===== config.mk =====
export PLATFORM = sky130hd
export DESIGN_NAME = rr_arbiter8_flat
export DESIGN_NICKNAME = d
export VERILOG_FILES = /design/src/rtl/arb_pkg.sv /design/src/rtl/rr_arbiter8_if.sv /design/src/rtl/rr_pick8.sv /design/src/rtl/rr_arbiter8.sv /design/src/flat_wrapper.sv
export SDC_FILE = /design/constraint.sdc
export NUM_CORES = 1
export LEC_CHECK = 0
export ABC_AREA = 1
export ABC_CLOCK_PERIOD_IN_PS = 3200
export BUFFER_PORTS_ARGS = -buffer_cell sky130_fd_sc_hd__clkbuf_2
export CORE_MARGIN = 4
export CORE_UTILIZATION = 53
export DETAILED_ROUTE_END_ITERATION = 12
export GPL_TIMING_DRIVEN = 0
export PLACE_DENSITY = 0.8
export SYNTH_ARGS = -nofsm -noshare
export SYNTH_HDL_FRONTEND = slang
export SYNTH_SLANG_ARGS = --single-unit

===== constraint.sdc =====
create_clock -name clk -period 3.2 [get_ports clk]
set_clock_uncertainty 0.05 [all_clocks]
set_input_delay 0.48 -clock clk [delete_from_list [all_inputs] [get_ports clk]]
set_output_delay 0.48 -clock clk [all_outputs]
set_load 0.01 [all_outputs]

===== src/rtl/arb_pkg.sv =====
// Shared types and constants for the eight-way round-robin arbiter.
package arb_pkg;

    localparam int N_REQ = 8;
    localparam int IDX_W = 3;

    typedef enum logic {
        IDLE,
        BUSY
    } arb_state_t;

    // One-hot decode of a requester index.
    function automatic logic [N_REQ-1:0] idx_onehot(input logic [IDX_W-1:0] idx);
        logic [N_REQ-1:0] one;
        one      = '0;
        one[idx] = 1'b1;
        return one;
    endfunction

endpackage


===== src/rtl/rr_arbiter8_if.sv =====
// Request/grant bundle between the requesters and the arbiter.
interface rr_arbiter8_if;
    import arb_pkg::*;

    logic             en;
    logic [N_REQ-1:0] req;
    logic [N_REQ-1:0] gnt;
    logic             gnt_valid;

    modport master (output en, output req, input gnt, input gnt_valid);
    modport slave  (input en, input req, output gnt, output gnt_valid);

endinterface


===== src/rtl/rr_pick8.sv =====
// Combinational round-robin pick: first set request at or after ptr, with wrap,
// optionally ignoring one index.
module rr_pick8
    import arb_pkg::*;
(
    input  logic [N_REQ-1:0] req,
    input  logic [IDX_W-1:0] ptr,
    input  logic             excl_en,
    input  logic [IDX_W-1:0] excl_idx,
    output logic             found,
    output logic [IDX_W-1:0] idx
);

    logic [N_REQ-1:0] masked;
    logic [N_REQ-1:0] rot;
    logic [IDX_W-1:0] off;

    // Drop the excluded requester from consideration.
    always_comb begin
        masked = req;
        if (excl_en) masked[excl_idx] = 1'b0;
    end

    // Rotate so that bit 0 corresponds to the current priority pointer.
    always_comb begin
        rot = '0;
        for (int unsigned i = 0; i < N_REQ; i++) begin
            rot[i] = masked[IDX_W'(ptr + IDX_W'(i))];
        end
    end

    // Lowest set bit of the rotated vector wins.
    always_comb begin
        found = 1'b0;
        off   = '0;
        for (int unsigned i = 0; i < N_REQ; i++) begin
            if (rot[i] && !found) begin
                found = 1'b1;
                off   = IDX_W'(i);
            end
        end
    end

    // Un-rotate back to an absolute index; 3-bit addition wraps naturally.
    assign idx = ptr + off;

endmodule


===== src/rtl/rr_arbiter8.sv =====
// Eight-input round-robin arbiter with grant hold and contention timeout.
module rr_arbiter8
    import arb_pkg::*;
#(
    parameter int MAX_HOLD = 16
) (
    input  logic           clk,
    input  logic           rst_n,
    rr_arbiter8_if.slave   bus
);

    localparam int CNT_W = $clog2(MAX_HOLD + 1);
    localparam logic [CNT_W-1:0] HOLD_LAST = CNT_W'(MAX_HOLD - 1);

    arb_state_t       state, state_nxt;
    logic [IDX_W-1:0] cur, cur_nxt;
    logic [IDX_W-1:0] ptr, ptr_nxt;
    logic [CNT_W-1:0] hold_cnt, hold_nxt;
    logic [N_REQ-1:0] gnt_q;
    logic             gnt_valid_q;

    logic             pick_found;
    logic [IDX_W-1:0] pick_idx;
    logic             released;
    logic             contend;

    // While busy the current owner is excluded, so one pick serves both
    // the idle grant and the release/timeout handover.
    rr_pick8 u_pick (
        .req      (bus.req),
        .ptr      (ptr),
        .excl_en  (state == BUSY),
        .excl_idx (cur),
        .found    (pick_found),
        .idx      (pick_idx)
    );

    // Next-state, owner, pointer and hold-counter decisions.
    always_comb begin
        state_nxt = state;
        cur_nxt   = cur;
        ptr_nxt   = ptr;
        hold_nxt  = hold_cnt;
        released  = ~bus.req[cur];
        contend   = |(bus.req & ~idx_onehot(cur));

        if (!bus.en) begin
            state_nxt = IDLE;
            hold_nxt  = '0;
        end else begin
            case (state)
                IDLE: begin
                    if (pick_found) begin
                        state_nxt = BUSY;
                        cur_nxt   = pick_idx;
                        ptr_nxt   = pick_idx + IDX_W'(1);
                        hold_nxt  = '0;
                    end
                end
                BUSY: begin
                    if (released || (hold_cnt == HOLD_LAST && contend)) begin
                        if (pick_found) begin
                            cur_nxt  = pick_idx;
                            ptr_nxt  = pick_idx + IDX_W'(1);
                            hold_nxt = '0;
                        end else begin
                            state_nxt = IDLE;
                            hold_nxt  = '0;
                        end
                    end else if (hold_cnt != HOLD_LAST) begin
                        hold_nxt = hold_cnt + CNT_W'(1);
                    end
                end
                default: state_nxt = IDLE;
            endcase
        end
    end

    // State and output registers; grant is decoded from the next owner.
    always_ff @(posedge clk or negedge rst_n) begin
        if (!rst_n) begin
            state       <= IDLE;
            cur         <= '0;
            ptr         <= '0;
            hold_cnt    <= '0;
            gnt_q       <= '0;
            gnt_valid_q <= 1'b0;
        end else begin
            state       <= state_nxt;
            cur         <= cur_nxt;
            ptr         <= ptr_nxt;
            hold_cnt    <= hold_nxt;
            gnt_q       <= (state_nxt == BUSY) ? idx_onehot(cur_nxt) : '0;
            gnt_valid_q <= (state_nxt == BUSY);
        end
    end

    assign bus.gnt       = gnt_q;
    assign bus.gnt_valid = gnt_valid_q;

endmodule


===== src/flat_wrapper.sv =====
// flat-port wrapper written by rule: the top's interface ports become plain ports
module rr_arbiter8_flat import arb_pkg::*;
#(
    parameter int MAX_HOLD = 16
)
  (clk, rst_n, bus_en, bus_req, bus_gnt, bus_gnt_valid);
  rr_arbiter8_if bus_i ();
  input  logic clk;
  input  logic rst_n;
  input wire logic [$bits(bus_i.en)-1:0] bus_en;
  input wire logic [$bits(bus_i.req)-1:0] bus_req;
  output wire logic [$bits(bus_i.gnt)-1:0] bus_gnt;
  output wire logic [$bits(bus_i.gnt_valid)-1:0] bus_gnt_valid;
  assign bus_i.en = bus_en;
  assign bus_i.req = bus_req;
  assign bus_gnt = bus_i.gnt;
  assign bus_gnt_valid = bus_i.gnt_valid;
  rr_arbiter8 #(.MAX_HOLD(MAX_HOLD)) u_core (.clk(clk), .rst_n(rst_n), .bus(bus_i));
endmodule

; Word-level counts from Yosys, hierarchy flattened
; Cells that the tools add are included.
[word_totals]
register_bits = 20
latchBits = 0
ramBits = 0
mem_bits_ro = 0
output_inout_bits = 9
word_cells = 112
mem_count = 0
[classes]
add_sub_neg = 10
n_mul = 0
n_div = 0
order_cmp = 12
n_eq_ne = 5
shift = 0
mux = 55
bitwise = 4
reduce_logical = 21
[op_table]
columns = operator, n
row1 = $lt A3 B4 Y1 const B, 10
row2 = $mux W3, 11
row3 = $bmux W1 S3, 9
row4 = $mux W1, 23
row5 = $mux W5, 4
row6 = $mux W8, 2
row7 = $add A3 B3 Y3 const B, 4
row8 = $pmux W3 S2, 2
row9 = $logic_and A1 B1 Y1, 10
row10 = $pmux W5 S2, 1
row11 = $and A8 B8 Y8, 1
row12 = $not A8 Y8, 1
row13 = $reduce_or A8 Y1, 1
row14 = $logic_not A1 Y1, 7
row15 = $add A3 B1 Y3 const B, 2
row16 = $add A3 B2 Y3 const B, 2
row17 = $demux W1 S3, 2
row18 = $ge A3 B1 Y1 const B, 2
row19 = $add A5 B1 Y5 const B, 1
row20 = $eq A5 B4 Y1 const B, 1
row21 = $ne A5 B4 Y1 const B, 1
row22 = $ne A4 B4 Y1 const B, 1
row23 = $reduce_and A2 Y1, 2
row24 = $add A3 B3 Y3, 1
row25 = 5 further kinds, 6

; Longest topological paths before layout
; Gate-level depths: netlist of run 1.
[depth]
ltp_word = 41
ltp_mapped = 22
ltp_nobuf = 21

; Cells and area by module
; From an unflattened synthesis of run 1, not the netlist that was laid out.
[unflattened]
cells_unflattened = 281
area_unflattened_um2 = 1850.5
[by_module_without_submodules]
columns = module, instances, cells_each, area_per_inst_um2
row1 = rr_arbiter8, 1, 159, 1198.6
row2 = rr_pick8, 1, 122, 651.9

; Least setup slack after synthesis of run 1
; No wires, ideal clock.
[synth_timing]
path_type = reg-to-reg
startpoint = register u_core.ptr[1]
endpoint = register u_core.gnt_q[4], in the netlist u_core.bus.gnt[4]
setup_ns = 0.072
arrival_time_ns = 3.004
required_time_ns = 3.078
setup_slack_ns = 0.075
path_stages_with_launch = 21
n_path_buf = 0
synth_period_minus_slack_ns = 3.125
path_cell_list = dfrtp_1 inv_1 ha_1 inv_1 nand3_1 nand3_2 nand2_2 nand2_4 nor2_8 nand4_4 o221ai_1 ha_1 inv_1 fa_1 xor2_1 inv_1 nand2_1 nand3_4 nand2_4 nand2_2 nor2_1
[synth_between]
elab_chain_len = 34
[synth_lines]
columns = element, line
row1 = from (decl), rr_arbiter8.sv:17  ; logic [IDX_W-1:0] ptr, ptr_nxt;
row2 = from (signal assigned), rr_arbiter8.sv:91  ; ptr <= ptr_nxt;
row3 = "parallel branches: the longest is 25 deep, another holds $add A3 B1 Y3", --
row4 = $mux W3 (*), "rr_arbiter8.sv:53, rr_arbiter8.sv:62"
row5 = $mux W3, rr_arbiter8.sv:61  ; if (released || (hold_cnt == HOLD_LAST && contend)) begin
row6 = $pmux W3 S2 (*), rr_arbiter8.sv:51  ; case (state)
row7 = $mux W3 (*), rr_arbiter8.sv:47  ; if (!bus.en) begin
row8 = net u_core.cur_nxt[2], rr_arbiter8.sv:16  ; logic [IDX_W-1:0] cur, cur_nxt;
row9 = $lt A3 B4 Y1 (not written as such) or $ge A3 B1 Y1 (tied branches), arb_pkg.sv:16  ; one[idx] = 1'b1;
row10 = $logic_and A1 B1 Y1 (not written as such), arb_pkg.sv:16
row11 = $mux W1 (not written as such), arb_pkg.sv:16
row12 = $demux W1 S3 (*), --
row13 = $mux W8 (*), rr_arbiter8.sv:93  ; gnt_q <= (state_nxt == BUSY) ? idx_onehot(cur_nxt) : '0;
row14 = to (signal assigned), rr_arbiter8.sv:93
row15 = to (decl), rr_arbiter8.sv:19  ; logic [N_REQ-1:0] gnt_q;
; Mark *: on every way through the listed nets, which the timed path passes. The select of a mux whose other input is x is not followed.
; A chain may end at the register's enable or synchronous reset.

; Final worst setup path of run 1
[layout_timing]
startpoint = register u_core.cur[1]
endpoint = register u_core.ptr[2]
[layout_between]
elab_chain_len = 36
[layout_lines]
columns = element, line
row1 = from (decl), rr_arbiter8.sv:16
row2 = from (signal assigned), rr_arbiter8.sv:90  ; cur <= cur_nxt;
row3 = $lt A3 B4 Y1 (not written as such) or $ge A3 B1 Y1 (tied branches), "arb_pkg.sv:16, rr_pick8.sv:21"
row4 = $logic_and A1 B1 Y1 (not written as such), "arb_pkg.sv:16, rr_pick8.sv:21"
row5 = $mux W1 (not written as such), "arb_pkg.sv:16, rr_pick8.sv:21"
row6 = $demux W1 S3, --
row7 = $not A8 Y8, rr_arbiter8.sv:45  ; contend = |(bus.req & ~idx_onehot(cur));
row8 = $and A8 B8 Y8, rr_arbiter8.sv:45
row9 = $mux W8, rr_pick8.sv:21  ; if (excl_en) masked[excl_idx] = 1'b0;
row10 = $bmux W1 S3, rr_pick8.sv:28  ; rot[i] = masked[IDX_W'(ptr + IDX_W'(i))];
row11 = (+20 left out), --
row12 = $logic_not A1 Y1, rr_pick8.sv:37  ; if (rot[i] && !found) begin
row13 = $logic_and A1 B1 Y1, rr_pick8.sv:37
row14 = $mux W3, rr_pick8.sv:37
row15 = $add A3 B3 Y3, rr_pick8.sv:45  ; assign idx = ptr + off;
row16 = $add A3 B1 Y3, "rr_arbiter8.sv:56, rr_arbiter8.sv:64"
row17 = $mux W3, "rr_arbiter8.sv:53, rr_arbiter8.sv:62"
row18 = $mux W3, rr_arbiter8.sv:61
row19 = $pmux W3 S2, rr_arbiter8.sv:51
; Parallel ways exist; a longest one is shown, timed or not. The select of a mux whose other input is x is not followed.

==> results.sh, run 1 <==
export IMPL_required_ns=3.38
export IMPL_clk_pin_slew_ns=0.12
export IMPL_start_util_pct=55.96
export IMPL_numCtsBuffers=3
export IMPL_final_cells=317
export IMPL_setup_viol=0
export IMPL_grt_pass1_vias=1686
export IMPL_critPathMaxFanout=9
export IMPL_status="finished, final reports clean"
export IMPL_syn_area_um2=1897
export IMPL_yosys_cell_count_top_type="nand3_1"
export IMPL_synth_cells=237
export IMPL_drt_vias_per_instance=5.621
export IMPL_synth_top_area_share_pct=26.39
export IMPL_yosysSeqAreaShare_pct=26.39
export IMPL_holdWs_ns=0.03386
export IMPL_finalCriticalPeriod_ns=3.157
export IMPL_final_nets=290
export IMPL_cts_tree="done"
export IMPL_finalCritPeriodShare_pct=98.66
export IMPL_layout_drive_gt1_share_pct=52.40
export IMPL_antenna_found_initial=0
export IMPL_arrival_ns=3.33
export IMPL_vias=1782
export IMPL_dpl_hpwl_um=3202
export IMPL_tightest_slew_ns=0.4835
export IMPL_slowest_stage="fa_2"
export IMPL_wl_per_cell_um=15.50
export IMPL_holdBufCountCts=0
export IMPL_core_area_um2=3390
export IMPL_syn_nets=255
export IMPL_clockRootBuffer="clkbuf_4"
export IMPL_grt_usage_pct=20.38
export IMPL_io_pins=20
export IMPL_wl_um=4913
export IMPL_grt_pass1_wl_um=7307
export IMPL_clock_latency_ns=0.33
export IMPL_relSlewSlack_pct=67.76
export IMPL_grt_start_max_net_pins=21
export IMPL_ys_flop_type="dfrtp_1"
export IMPL_die_area_um2=4600
export IMPL_grt_ovfl_total=0
export IMPL_portBuffers=19
export IMPL_path_class="reg2reg"
export IMPL_end_kind="flop"
export IMPL_avgSynthCellArea_um2=8.003
export IMPL_synthTopCellsByCount="nand3_1, nand2_1, nand3_2"
export IMPL_worst_path_buf_inv=3
export IMPL_synth_edf_count=0
export IMPL_area_growth_pct=27.90
export IMPL_h_tree_depth=1
export IMPL_final_setup_tns_ns=0
export IMPL_cap_violations=0
export IMPL_drtPass1Iterations=4
export IMPL_cts_sinks=20
export IMPL_cpLargestDelayFamily="simple AND/OR/NAND/NOR gates"
export IMPL_chipHeight_um=67.83
export IMPL_ys_types=31
export IMPL_ant_nets=0
export IMPL_path_cells="buf_6, nor2_4, nand2_2, nand2_4, nand3_2, nand3_2, nand3_4, nand2_2, nand2_4, nor2_8, nand4_4, o221ai_2, ha_2, inv_1, fa_2, inv_2, ha_4, nand2_2, o21ai_1, nand2_1, o21ai_1"
export IMPL_synthTopCellsByArea="dfrtp_1, nand3_2, nand3_1"
export IMPL_yosysWarnings=0
export IMPL_synth_top_cell_by_area="dfrtp_1"
export IMPL_drt_iter0_markers=81
export IMPL_async_reset_ff_share_pct=100.0
export IMPL_drv_slew=0
export IMPL_synth_seq_cells=20
export IMPL_std_cell_rows=21
export IMPL_crit_top_cell="nand2_2"
export IMPL_antennaDiodeCount=0
export IMPL_drc_errors=0
export IMPL_cts_max_path_buffers=2
export IMPL_start_kind="flop"
export IMPL_dp_cells=302
export IMPL_cp_slowest_stage_delay_ns=0.57
export IMPL_max_freq_mhz=316.8
export IMPL_place_congestion=0.8286
export IMPL_hold_path_class="in2async"
export IMPL_hold_viol_final=0
export IMPL_rsz0062_at_grt="true"
export IMPL_die_w_um=67.83
-- kinds of logic (layout without fill, tap and decap cells) --
family / count (synthesis) / in the layout / synth area share [%]
DFF: 20 / 20 / 26.39
and+or+nand+nor: 150 / 150 / 49.27
AOI/OAI and AO/OA: 23 / 23 / 7.981
xor gates and xnor gates: 6 / 6 / 2.770
adders and majority gates: 7 / 7 / 5.013
buffers and inverters: 31 / 65 / 8.575
-- routing by layer --
layer,GRT usage [%],vias to the layer above,part of all wire [%],wire (µm)
li1,-,864,-,-
met1,27.11,845,43,2103
met2,34.75,52,49,2416
met3,3.448,21,3.9,194
met4,4.467,0,4.1,199
met5,0,-,0,0
-- path summary, 6_finish.rpt --
path                                           startpoint                        endpoint  slack [ns]  cells after the start
max in group asynchronous                           rst_n       u_core.ptr[1]$_DFFE_PN0P_        2.71                      1
max reg2reg                       u_core.cur[1]$_DFF_PN0_       u_core.ptr[2]$_DFFE_PN0P_        0.04                     21
min                                                 rst_n  u_core.hold_cnt[2]$_DFFE_PN0P_        0.03                      1
min reg2reg                u_core.hold_cnt[1]$_DFFE_PN0P_  u_core.hold_cnt[1]$_DFFE_PN0P_        0.49                      2
min in group clk                                   bus_en          u_core.state$_DFF_PN0_        0.46                      2
max                               u_core.cur[1]$_DFF_PN0_       u_core.ptr[2]$_DFFE_PN0P_        0.04                     21
-- cells in the final DEF, fill, tap and decap left out, types with 5 or more instances in the layout --
master	count
dfrtp_1	19
clkbuf_2	20
nand2_4	8
nand2_2	21
o21ai_0	9
nand3_2	42
nand2_1	33
o21ai_1	7
buf_4	11
inv_1	17
nand3_1	15
nand3_4	5
nor2_1	16
-- repair_timing --
action                                  in CTS  in global routing
endpoints found under the setup margin      12                 11
pin swaps                                    2                 16
resized for setup                            6                 46
endpoints found under the hold margin        0                  0
buffers inserted                             5                  6
-- area by class of cell --
| type | count | area (µm²) |
|---|---|---|
| Inverter | 26 | 118.9 |
| Clock buffer | 3 | 22.52 |
| Fill cell | 240 | 963.4 |
| Buffer | 5 | 56.30 |
| Multi-Input combinational cell | 186 | 1464 |
| Sequential cell | 20 | 501.7 |
| Clock inverter | 1 | 30.03 |
| Timing Repair Buffer | 30 | 175.2 |
| Tap cell | 46 | 57.56 |
-- worst reg2reg max path, stage by stage, from the launching register on --
cell and delay, ns:
dfrtp_1 0.41, buf_6 0.15, nor2_4 0.10, nand2_2 0.07
nand2_4 0.08, nand3_2 0.10, nand3_2 0.13, nand3_4 0.08
nand2_2 0.09, nand2_4 0.07, nor2_8 0.13, nand4_4 0.08
o221ai_2 0.20, ha_2 0.20, inv_1 0.06, fa_2 0.57
inv_2 0.06, ha_4 0.16, nand2_2 0.06, o21ai_1 0.06
nand2_1 0.07, o21ai_1 0.07
-- flip-flops by register name, summed over array words and instances, names as in the netlist --
signal and flops:
u_core.hold_cnt 5, u_core.cur 3, u_core.state 1, u_core.ptr 3
u_core.bus.gnt 8
-- metrics by stage --
step	cell area, µm²	utilization, %	setup slack (ns)
finish	2426	71.58	0.04296
global route	2426	71.58	-0.1540
CTS	2178	64.27	0.009585
detailed placement	2049	60.47	-0.3150
global placement	2049	60.47	-0.2546
floorplan	1897	-	0.07452
Power of run 1 is not shown: default switching activity piles up to over one toggle a cycle in this logic, so the estimate is an artifact.
==> run 2, diff against run 1 <==
--- a/config.mk
+++ b/config.mk
@@ -6,13 +6,13 @@
 export NUM_CORES = 1
 export LEC_CHECK = 0
 export ABC_AREA = 1
-export ABC_CLOCK_PERIOD_IN_PS = 3200
+export ABC_CLOCK_PERIOD_IN_PS = 3600
 export BUFFER_PORTS_ARGS = -buffer_cell sky130_fd_sc_hd__clkbuf_2
 export CORE_MARGIN = 4
-export CORE_UTILIZATION = 53
+export CORE_UTILIZATION = 59
 export DETAILED_ROUTE_END_ITERATION = 12
 export GPL_TIMING_DRIVEN = 0
-export PLACE_DENSITY = 0.8
+export PLACE_DENSITY = 0.84
 export SYNTH_ARGS = -nofsm -noshare
 export SYNTH_HDL_FRONTEND = slang
 export SYNTH_SLANG_ARGS = --single-unit
==> constraint.sdc (replaced) <==
create_clock -name clk -period 3.6 [get_ports clk]
set_clock_uncertainty 0.05 [all_clocks]
set_input_delay 0.54 -clock clk [delete_from_list [all_inputs] [get_ports clk]]
set_output_delay 0.54 -clock clk [all_outputs]
set_load 0.01 [all_outputs]
==> run 2 against run 1 <==
Hold slack better by 0.071 ns. Register-to-register slack better by 0.26 ns. Cell area fell by 10%.
==> results.sh, run 2 (synthesized netlist as in run 1, its figures left out) <==
export IMPL_regToRegSetupSlack_ns=0.30
export IMPL_clk_pin_slew_ns=0.11
export IMPL_drt_iter0_markers=57
export IMPL_rsz0062_at_grt="false"
export IMPL_cts_max_path_buffers=2
export IMPL_final_nets=285
export IMPL_grt_usage_pct=21.15
export IMPL_layout_drive_gt1_share_pct=38.72
export IMPL_wl_um=4020
export IMPL_p_seq_share_pct=13.7
export IMPL_multi_input_area_um2=1260
export IMPL_ir_drop_uv=683.7
export IMPL_p_sw_share_pct=54.60
export IMPL_rr_endpoint="u_core.bus.gnt[4]$_DFF_PN0_"
export IMPL_critPathMaxFanout=9
export IMPL_antennaDiodeCount=0
export IMPL_h_tree_depth=1
export IMPL_grt_pass1_vias=1583
export IMPL_start_util_pct=62.13
export IMPL_holdBufCountCts=0
export IMPL_path_class="reg2reg"
export IMPL_arrival_ns=3.50
export IMPL_cts_sinks=20
export IMPL_clock_latency_ns=0.31
export IMPL_finalCritPeriodShare_pct=91.62
export IMPL_ff_latch_area_um2=501.7
export IMPL_final_cell_mix="nand3_1, nand2_1, nand3_2, inv_1, nand2_2"
export IMPL_cap_violations=0
export IMPL_fillers=255
export IMPL_clkPwrFrac_pct=7.6
export IMPL_p_switching_mw=1.314
export IMPL_max_freq_mhz=303.2
export IMPL_setup_viol=0
export IMPL_relSlewSlack_pct=68.93
export IMPL_drv_slew=0
export IMPL_antenna_found_initial=0
export IMPL_start_kind="flop"
export IMPL_clockRootBuffer="clkbuf_4"
export IMPL_area_growth_pct=14.71
export IMPL_std_cell_rows=20
export IMPL_drc_errors=0
export IMPL_largest_reg_flops=8
export IMPL_status="finished, final reports clean"
export IMPL_final_core_util_pct=71.27
export IMPL_grt_start_max_net_pins=21
export IMPL_numCtsBuffers=3
export IMPL_io_pins=20
export IMPL_chipHeight_um=64.70
export IMPL_r2r_start="u_core.ptr[0]$_DFFE_PN0P_"
export IMPL_die_w_um=64.70
export IMPL_internal_power_mw=1.093
export IMPL_ant_nets=0
export IMPL_pwr_share_comb_pct=78.7
export IMPL_cts_tree="done"
export IMPL_hold_viol_final=0
export IMPL_required_ns=3.80
export IMPL_power_leakage_nw=1.079
export IMPL_rr_worst_depth=21
export IMPL_portBuffers=19
export IMPL_place_congestion=0.8238
export IMPL_wl_per_cell_um=12.97
export IMPL_final_common_cell="nand3_1"
export IMPL_grt_ovfl_total=0
export IMPL_core_area_um2=3053
export IMPL_tightest_slew_ns=0.4661
export IMPL_final_setup_tns_ns=0
export IMPL_dpl_hpwl_um=3119
export IMPL_cellPowerDensity_nw_per_um2=1106
export IMPL_vias=1674
export IMPL_hold_path_class="in2async"
export IMPL_die_area_um2=4186
export IMPL_grt_pass1_wl_um=7107
export IMPL_drt_vias_per_instance=5.400
export IMPL_drtPass1Iterations=4
export IMPL_end_kind="flop"
export IMPL_finalCriticalPeriod_ns=3.298
[run 2: cell types whose count changed in the layout (fill, tap and decap cells not counted), moves of 2 or more]
| cell | previous run | this run |
|---|---|---|
| nand3_1 | 15 | 37 |
| nand3_2 | 42 | 24 |
| buf_4 | 11 | 7 |
| nand3_4 | 5 | 1 |
| inv_1 | 17 | 20 |
| nand2_1 | 33 | 36 |
| ha_1 | 3 | 5 |
| inv_2 | 4 | 2 |
| nand2_4 | 8 | 6 |
| o21ai_0 | 9 | 11 |
| o21ai_1 | 7 | 5 |
| xor2_1 | 1 | 3 |
[run 2: area by class of cell]
class / instances / share of cell area (%)
timing repair buffer: 25 / 6.440
sequential: 20 / 23.06
tap: 44 / 2.530
clock buffer: 3 / 1.035
inverter: 26 / 5.233
multi-input combinational: 186 / 57.91
clock inverter: 1 / 1.380
buffer: 5 / 2.415
[run 2: critical path, cell delays in order, from the launching register on]
cell and delay, ns:
dfrtp_1 0.41, buf_6 0.15, inv_4 0.07, ha_4 0.29, inv_1 0.08, nand3_1 0.12, nand3_2 0.08, nand2_2 0.11
nand2_4 0.08, nor2_8 0.13, nand4_4 0.13, o221ai_2 0.18, ha_1 0.17, inv_1 0.05, fa_1 0.41, xor2_2 0.21
inv_1 0.05, nand2_1 0.11, nand3_4 0.12, nand2_4 0.10, nand2_2 0.05, nor2_1 0.09
[run 2: how the worst max path moves through the flow]
stage | slack, ns | cells past startpoint | start | end
final | 0.30 | 21 | u_core.ptr[0]$_DFFE_PN0P_ | u_core.bus.gnt[4]$_DFF_PN0_
after global routing | 0.02 | 21 | u_core.ptr[0]$_DFFE_PN0P_ | u_core.bus.gnt[6]$_DFF_PN0_
after CTS | 0.04 | 20 | u_core.ptr[1]$_DFFE_PN0P_ | u_core.bus.gnt[4]$_DFF_PN0_
after detailed placement | 0.09 | 20 | u_core.ptr[1]$_DFFE_PN0P_ | u_core.bus.gnt[4]$_DFF_PN0_
after global placement | 0.15 | 20 | u_core.ptr[1]$_DFFE_PN0P_ | u_core.bus.gnt[6]$_DFF_PN0_
after floorplan | 0.47 | 20 | u_core.ptr[1]$_DFFE_PN0P_ | u_core.bus.gnt[4]$_DFF_PN0_
[run 2: routing by layer]
layer	track usage (%)	vias up	routed length [µm]
met2	35.76	29	2064
met1	27.26	782	1742
li1	-	851	-
met4	8.707	0	114
met3	2.426	12	99
met5	0	-	0
[run 2: power by group through the flow]
stage	clock (mW)	sequential, mW	combinational [mW]
6_report	0.182	0.331	1.89
5_1_grt	0.199	0.340	2.12
4_1_cts	0.187	0.329	1.77
3_5_place_dp	0	0.334	1.76
3_3_place_gp	0	0.332	1.71
2_1_floorplan	0	0.344	1.45
[run 2: timing repair]
| action | CTS | global route |
|---|---|---|
| setup endpoints to repair | 0 | 11 |
| gates resized for setup | 0 | 6 |
| setup buffers | 0 | 6 |
[run 2: stage by stage]
step	setup slack (ns)	cells	hold WS, ns	cell area [µm²]	total power [mW]
4_1_cts	0.04181	304	0.1127	2100	2.291
6_report	0.3016	310	0.1052	2176	2.407
3_5_place_dp	0.09385	300	0.4390	2047	2.093
2_1_floorplan	0.4745	237	0.1944	1897	1.796
5_1_grt	0.02107	310	0.1177	2176	2.658
3_3_place_gp	0.1536	300	0.4285	2047	2.044
Note: power is estimated with default switching activity, not from simulation.
==> run 3, diff against run 2 <==
--- a/config.mk
+++ b/config.mk
@@ -12,7 +12,7 @@
 export CORE_UTILIZATION = 59
 export DETAILED_ROUTE_END_ITERATION = 12
 export GPL_TIMING_DRIVEN = 0
-export PLACE_DENSITY = 0.84
+export PLACE_DENSITY = 0.77
 export SYNTH_ARGS = -nofsm -noshare
 export SYNTH_HDL_FRONTEND = slang
 export SYNTH_SLANG_ARGS = --single-unit
==> run 3 against run 2 <==
Utilization grew 0.25 points. Sequential share of layout area down 0.079 points. Sequential power fell by 2%. Maximum frequency increased by 0.20%. Register-to-register slack about the same. Die area stayed put. Sequential cell count unchanged. Combinational power is essentially flat. Critical path type unchanged. Critical endpoint is now u_core.bus.gnt[6]$_DFF_PN0_. Largest cell class unchanged. Highest routed layer unchanged.
==> results.sh, run 3 (synthesized netlist as in run 1, its figures left out) <==
export IMPL_die_w_um=64.70
export IMPL_drt_iter0_markers=78
export IMPL_use_met3_pct=3.293
export IMPL_required_ns=3.79
export IMPL_clock_latency_ns=0.30
export IMPL_fillers=266
export IMPL_layout_drive_gt1_share_pct=38.95
export IMPL_finalCriticalPeriod_ns=3.292
export IMPL_arrival_ns=3.48
export IMPL_path_class="reg2reg"
export IMPL_start_kind="flop"
export IMPL_final_common_cell="nand3_1"
export IMPL_use_met1_pct=29.50
export IMPL_wl_per_cell_um=12.47
export IMPL_grt_ovfl_total=0
export IMPL_dpl_hpwl_um=3087
export IMPL_core_area_um2=3053
export IMPL_grt_util_met2_pct=32.44
export IMPL_ant_nets=0
export IMPL_relSlewSlack_pct=67.82
export IMPL_top_usage_layer="met2"
export IMPL_numCtsBuffers=3
export IMPL_power_leakage_nw=1.084
export IMPL_status="finished, final reports clean"
export IMPL_setup_viol=0
export IMPL_cap_violations=0
export IMPL_cts_sinks=20
export IMPL_clk_pin_slew_ns=0.12
export IMPL_largest_reg_flops=8
export IMPL_rsz0062_at_grt="false"
export IMPL_drtPass1Iterations=4
export IMPL_grt_usage_pct=20.31
export IMPL_drc_errors=0
export IMPL_start_util_pct=62.13
export IMPL_clockRootBuffer="clkbuf_4"
export IMPL_critPathMaxFanout=10
export IMPL_chipHeight_um=64.70
export IMPL_holdBufCountCts=0
export IMPL_max_freq_mhz=303.8
export IMPL_cts_tree="done"
export IMPL_final_core_util_pct=71.52
export IMPL_io_pins=20
export IMPL_die_area_um2=4186
export IMPL_area_growth_pct=15.11
export IMPL_h_tree_depth=1
export IMPL_drt_vias_per_instance=5.299
export IMPL_dp_cells=300
export IMPL_grt_pass1_vias=1496
export IMPL_tightest_slew_ns=0.4827
export IMPL_final_nets=286
export IMPL_vias=1648
export IMPL_hold_path_class="in2async"
export IMPL_place_congestion=0.8058
export IMPL_ir_drop_uv=669.2
export IMPL_grt_pass1_wl_um=6837
export IMPL_drv_slew=0
export IMPL_antenna_found_initial=0
export IMPL_antennaDiodeCount=0
export IMPL_portBuffers=19
export IMPL_grt_start_max_net_pins=21
export IMPL_cellPowerDensity_nw_per_um2=1100
export IMPL_finalCritPeriodShare_pct=91.44
export IMPL_hold_viol_final=0
export IMPL_final_cell_mix="nand3_1, nand2_1, nand3_2, inv_1, nand2_2"
export IMPL_final_setup_tns_ns=0
export IMPL_cts_max_path_buffers=2
export IMPL_final_cells=311
export IMPL_end_kind="flop"
export IMPL_wl_um=3879
export IMPL_std_cell_rows=20
## run 3: changes by cell type in the layout (fill, tap and decap cells not counted)
| cell | previous run | this run |
|---|---|---|
| buf_4 | 7 | 8 |
## run 3: layout make-up
class	instances	area [µm²]	share of cell area [%]
clock inverters	1	30.03	1.375
repair buffers	26	147.6	6.762
plain buffers	5	52.55	2.407
well taps	44	55.05	2.521
clock buffers	3	22.52	1.032
inverters	26	113.9	5.215
multi-input cells	186	1260	57.71
flip-flops and latches	20	501.7	22.98
## run 3: report_power, final
| group | leakage, nW | internal [mW] | switching (mW) |
|---|---|---|---|
| combinational | 0.793 | 0.692 | 1.20 |
| clock | 0.0279 | 0.112 | 0.0721 |
| sequential | 0.263 | 0.294 | 0.0306 |
| total | 1.08 | 1.10 | 1.30 |
## run 3: repair_timing
item / 4_1_cts / 5_1_grt
buffers inserted: 0 / 7
endpoints found under the setup margin: 2 / 11
gates resized for setup: 1 / 5
## run 3: worst paths after layout
path	startpoint	end	slack [ns]	depth (start not counted)
worst min register to register	u_core.hold_cnt[4]$_DFFE_PN0P_	u_core.hold_cnt[4]$_DFFE_PN0P_	0.46	2
max in group asynchronous	rst_n	u_core.ptr[1]$_DFFE_PN0P_	3.03	1
worst max register to register	u_core.ptr[0]$_DFFE_PN0P_	u_core.bus.gnt[6]$_DFF_PN0_	0.31	21
worst min-delay path	rst_n	u_core.hold_cnt[2]$_DFFE_PN0P_	0.12	1
min in group clk	u_core.hold_cnt[4]$_DFFE_PN0P_	u_core.hold_cnt[4]$_DFFE_PN0P_	0.46	2
worst max-delay path	u_core.ptr[0]$_DFFE_PN0P_	u_core.bus.gnt[6]$_DFF_PN0_	0.31	21
## run 3: worst max-delay path: stages, from the launching register on
cell	delay (ns)
dfrtp_1	0.39
buf_6	0.16
inv_4	0.08
ha_4	0.29
inv_1	0.08
nand3_1	0.12
nand3_2	0.08
nand2_2	0.11
nand2_4	0.08
nor2_8	0.13
nand4_4	0.13
o221ai_2	0.18
ha_1	0.18
inv_1	0.05
fa_1	0.41
xor2_2	0.18
inv_1	0.06
nand2_1	0.11
nand3_4	0.13
nand2_4	0.10
nand2_2	0.05
nor2_1	0.09
## run 3: per-layer routing
metal / share of wire, % / vias up
met5: 0 / -
met4: 0.34 / 0
met3: 3.8 / 2
met2: 47 / 41
met1: 49 / 757
li1: - / 848
## run 3: stage by stage
step	power, mW	hold WS, ns	instance area (µm²)	setup slack [ns]
floorplan	1.796	0.1944	1897	0.4745
global placement	2.064	0.4224	2047	0.1352
CTS	2.292	0.1306	2101	0.06680
finish	2.401	0.1222	2183	0.3082
detailed placement	2.097	0.4408	2047	0.006641
global route	2.659	0.1363	2183	0.03421
